**config.mk**
```make
export PLATFORM = sky130hd
export DESIGN_NAME = div5_word_serializer
export DESIGN_NICKNAME = d
export VERILOG_FILES = /design/src/rtl/div5_word_serializer.sv
export SDC_FILE = /design/constraint.sdc
export NUM_CORES = 1
export LEC_CHECK = 0
export CORE_ASPECT_RATIO = 0.8
export CORE_MARGIN = 2
export CORE_UTILIZATION = 56
export DETAILED_ROUTE_END_ITERATION = 10
export PLACE_DENSITY = 0.83
export SLEW_MARGIN = 20
export SYNTH_ARGS = -nofsm -noshare
export SYNTH_HDL_FRONTEND = slang
export SYNTH_SLANG_ARGS = --single-unit
```
**constraint.sdc**
```tcl
create_clock -name clk -period 4.4 [get_ports clk]
set_input_delay 0.66 -clock clk [delete_from_list [all_inputs] [get_ports clk]]
set_output_delay 0.66 -clock clk [all_outputs]
set_load 0.02 [all_outputs]
```
**src/rtl/div5_word_serializer.sv**
```systemverilog
// Word-to-bit serializer feeding the divisible-by-5 detector, with frame markers and a
// one-entry holding register. Define DIV5_SER_LSB_FIRST_EN to transmit LSB-first.
module div5_word_serializer #(
    parameter int unsigned W   = 8,
    parameter int unsigned GAP = 0
) (
    input  logic         clk,
    input  logic         resetn,
    input  logic [W-1:0] in_data,
    input  logic         in_valid,
    output logic         in_ready,
    output logic         ser_bit,
    output logic         ser_valid,
    output logic         ser_first,
    output logic         ser_last,
    output logic         busy
);

    localparam int unsigned CW = (W > 1) ? $clog2(W) : 1;
    localparam int unsigned GW = (GAP > 0) ? $clog2(GAP + 1) : 1;
    localparam logic [CW-1:0] BitLast = CW'(W - 1);
    localparam logic [GW-1:0] GapLast = GW'((GAP > 0) ? GAP - 1 : 0);

    typedef enum logic [1:0] {StIdle, StShift, StGap} state_e;

    state_e        state_q, state_d;
    logic [W-1:0]  shift_q, shift_d;
    logic [W-1:0]  hold_q, hold_d;
    logic          hold_vld_q, hold_vld_d;
    logic [CW-1:0] bit_cnt_q, bit_cnt_d;
    logic [GW-1:0] gap_cnt_q, gap_cnt_d;
    logic          hs;
    logic          load_evt;
    logic [W-1:0]  shifted;

    assign in_ready = resetn && !hold_vld_q;
    assign hs       = in_valid && in_ready;

`ifdef DIV5_SER_LSB_FIRST_EN
    assign shifted = {1'b0, shift_q[W-1:1]};
    assign ser_bit = shift_q[0];
`else
    assign shifted = {shift_q[W-2:0], 1'b0};
    assign ser_bit = shift_q[W-1];
`endif

    assign load_evt = (state_q == StIdle)
                   || (state_q == StShift && bit_cnt_q == BitLast && GAP == 0)
                   || (state_q == StGap && gap_cnt_q == GapLast);

    always_comb begin
        state_d    = state_q;
        shift_d    = shift_q;
        hold_d     = hold_q;
        hold_vld_d = hold_vld_q;
        bit_cnt_d  = bit_cnt_q;
        gap_cnt_d  = gap_cnt_q;
        if (load_evt) begin
            if (hold_vld_q) begin
                // Held word goes first; a same-edge handshake refills the hold.
                shift_d    = hold_q;
                bit_cnt_d  = '0;
                state_d    = StShift;
                hold_vld_d = hs;
                if (hs) hold_d = in_data;
            end else if (hs) begin
                shift_d   = in_data;
                bit_cnt_d = '0;
                state_d   = StShift;
            end else begin
                state_d = StIdle;
            end
        end else begin
            if (hs) begin
                hold_d     = in_data;
                hold_vld_d = 1'b1;
            end
            unique case (state_q)
                StShift: begin
                    if (bit_cnt_q == BitLast) begin
                        if (GAP > 0) begin
                            state_d   = StGap;
                            gap_cnt_d = '0;
                        end else begin
                            state_d = StIdle;
                        end
                    end else begin
                        shift_d   = shifted;
                        bit_cnt_d = bit_cnt_q + 1'b1;
                    end
                end
                StGap:   gap_cnt_d = gap_cnt_q + 1'b1;
                default: ;
            endcase
        end
    end

    always_ff @(posedge clk) begin
        if (!resetn) begin
            state_q    <= StIdle;
            shift_q    <= '0;
            hold_q     <= '0;
            hold_vld_q <= 1'b0;
            bit_cnt_q  <= '0;
            gap_cnt_q  <= '0;
        end else begin
            state_q    <= state_d;
            shift_q    <= shift_d;
            hold_q     <= hold_d;
            hold_vld_q <= hold_vld_d;
            bit_cnt_q  <= bit_cnt_d;
            gap_cnt_q  <= gap_cnt_d;
        end
    end

    assign ser_valid = (state_q == StShift);
    assign ser_first = ser_valid && (bit_cnt_q == '0);
    assign ser_last  = ser_valid && (bit_cnt_q == BitLast);
    assign busy      = (state_q != StIdle) || hold_vld_q;

endmodule
```
==> qor.csv <==
metric,value,unit
post_cts_resize_count,0,
grt_overflow,0,
via_per_inst,5.65,
antenna_left,0,
htreeDepth,1,
fin_nets,155,
clkTransAtPathRegs,0.12,ns
cts_tree,built,
slew_headroom,0.600,
synth_compound_area_frac,0.180,
total_power,0.000372,W
cp_slowest_cell,clkdlybuf4s50_1,
die_y,43.4,um
root_buffer,clkbuf_4,
reg2regPathDepth,5,
port_buffers,16,
synth_mux_area_frac,0,
grtUsageTotal,0.222,
synthTopCellsByArea,"dfxtp_1 39%, nand3_1 11%, o21ai_2 6.5%, a211oi_1 5.5%, and3_1 5.2%",
postCtsSetupRepairBufs,0,
gp_congestion,0.808,
crit_top_cell,clkdlybuf4s50_1,
vdd_ir_drop_max,295,uV
max_freq,0.349,GHz
cp_cell_sequence,clkdlybuf4s50_1 -> buf_4 -> nor2b_1 -> clkdlybuf4s50_1,
worst_hold_path.num_cells,2,
period_needed,2.86,ns
synth_top_family_by_area,simple AND/OR/NAND/NOR gates,
post-route-drc-count,0,
grt_pass1_vias,760,
fin_skew,0.00195,ns
finalHoldViolations,0,
syn-num-nets,144,
dr.first_iter.drc_count,18,
die_w,53.2,um
syn_to_final_growth,15.1,%
drive_above_1_share,0.114,
insertion_delay,0.31,ns
path_class,in -> out,
cap_violations,0,
grt_max_degree,41,
grt_pass1_wl,3700,um
yosysTopAreaCell,dfxtp_1,
core_area,1860,um2
yosys.area_share.xor_xnor,0,
cts_buffers,3,
hold_buffers,0,
synth-simple-area-share,0.328,
drv_slew,0,
ys_seq_area_frac,0.388,
ys.warnings.count,0,
routed_wl,2280,um
cts_max_path_buffers,2,
num_vias,927,
synth_adder_area_share,0.0346,
syn_area,1080,um2
synth.distinct_cells,26,
dpl.hpwl,1640,um
syn_area_per_cell,8.34,um2
worstPathArrival,2.20,ns
period_share,0.650,
leakage,0.488,nW
cp.required,3.74,ns
io_pins,17,
setup_tns,0,ns
powerDensity,298,nW/um2
rsz0062_at_grt,false,
cp_max_fo,40,
startpoint_type,input pin,
status,completed,
cp-end-kind,output pin,
cts_num_sinks,21,
die-area,2310,um2
ys_seq_elements,21,
synth_top_area_frac,0.388,
final_util,0.673,
critPathMaxStageDelay,0.60,ns
floorplan.initialDensity,0.584,
wl_per_cell,13.9,um
rows,14,
synth_cells,130,
num_antenna_cells,0,
tightest_slew,0.598,ns
setup_violations,0,
firstDrtPassIters,4,
antenna_found_initial,0,
hp-class,reg -> reg,
-- Yosys cell counts --
cell      count
dfxtp_1      21
and2_1        1
nor3b_1       1
o21a_1        1
inv_1         2
o21ai_2       8
a211oi_1      8
a21boi_0      3
buf_6         2
ha_1          3
clkbuf_2      1
buf_2         6
clkbuf_1      3
nand2b_1      9
and4bb_1      1
and3_1        9
and3b_1       1
nor2_1        3
nor2b_1       1
or2_2         1
o21ai_0       7
and2b_1       1
nand2_1      11
nand4_1       1
and2_4        1
nand3_1      24
-- final cells by class --
class	instances	area, um2
repair buffers	18	175
well taps	24	30.0
clock inverters	1	5.00
multi-input cells	95	588
inverters	2	7.51
flip-flops and latches	21	420
clock buffers	3	22.5
fillers	168	608
-- logic make-up after synthesis --
logic type	Yosys count
flops	21
compound gates	27
fa+ha+maj	3
simple gates	65
buf+inv	14
-- metal layers --
layer / vias up / GRT usage / share of wire
li1: 474 / - / -
met1: 443 / 0.341 / 0.52
met2: 6 / 0.296 / 0.44
met3: 4 / 0.0724 / 0.026
met4: 0 / 0.0615 / 0.010
met5: - / 0 / 0
-- worst max-delay path, delay by kind of cell --
kind          cells  cell delay [ns]
simple gates      1             0.17
buf+inv           3             1.36
-- sequential cells by signal (all words and copies together), names as in the netlist --
name        count
shift_q         8
bit_cnt_q       3
hold_q          8
hold_vld_q      1
state_q         1
-- cell usage in the layout (no fill, tap or decap) --
master           Yosys  routed
nand2_1             11      11
and3b_1              1       1
o21a_1               1       1
dfxtp_1             21      21
and2_4               1       1
buf_4                0       2
and2_1               1       1
or2_2                1       1
nor2_1               3       3
and4bb_1             1       1
nor2b_1              1       1
clkinv_2             0       1
nand2b_1             9       9
clkdlybuf4s50_1      0      16
a21boi_0             3       3
a211oi_1             8       8
ha_1                 3       3
and2b_1              1       1
clkbuf_4             0       3
and3_1               9       9
o21ai_2              8       8
nand3_1             24      24
o21ai_0              7       7
nor3b_1              1       1
nand4_1              1       1
inv_1                2       2
-- report_power, final --
group	internal [W]	switching, W
sequential	0.000201	0.00000611
combinational	0.0000318	0.0000372
clock	0.0000340	0.0000617
total	0.000267	0.000105
-- stage by stage --
step / hold WS [ns] / instance area, um2 / worst slack [ns] / cells
final: 0.468 / 1250 / 1.54 / 164
after global routing: 0.491 / 1250 / 1.47 / 164
after CTS: 0.469 / 1250 / 1.53 / 164
after detailed placement: 0.452 / 1220 / 1.53 / 160
after global placement: 0.442 / 1220 / 1.54 / 160
after floorplan: 0.434 / 1080 / 2.30 / 130
-- path summary, 6_finish.rpt --
check	startpoint	end	slack (ns)
worst max-delay path	resetn	in_ready	1.54
worst min-delay path	hold_q[0]$_SDFFE_PN0P_	hold_q[0]$_SDFFE_PN0P_	0.47
worst max register to register	bit_cnt_q[0]$_SDFFE_PN0P_	bit_cnt_q[0]$_SDFFE_PN0P_	2.63
worst min register to register	hold_q[0]$_SDFFE_PN0P_	hold_q[0]$_SDFFE_PN0P_	0.47
Power figures use the tool's default switching activity.
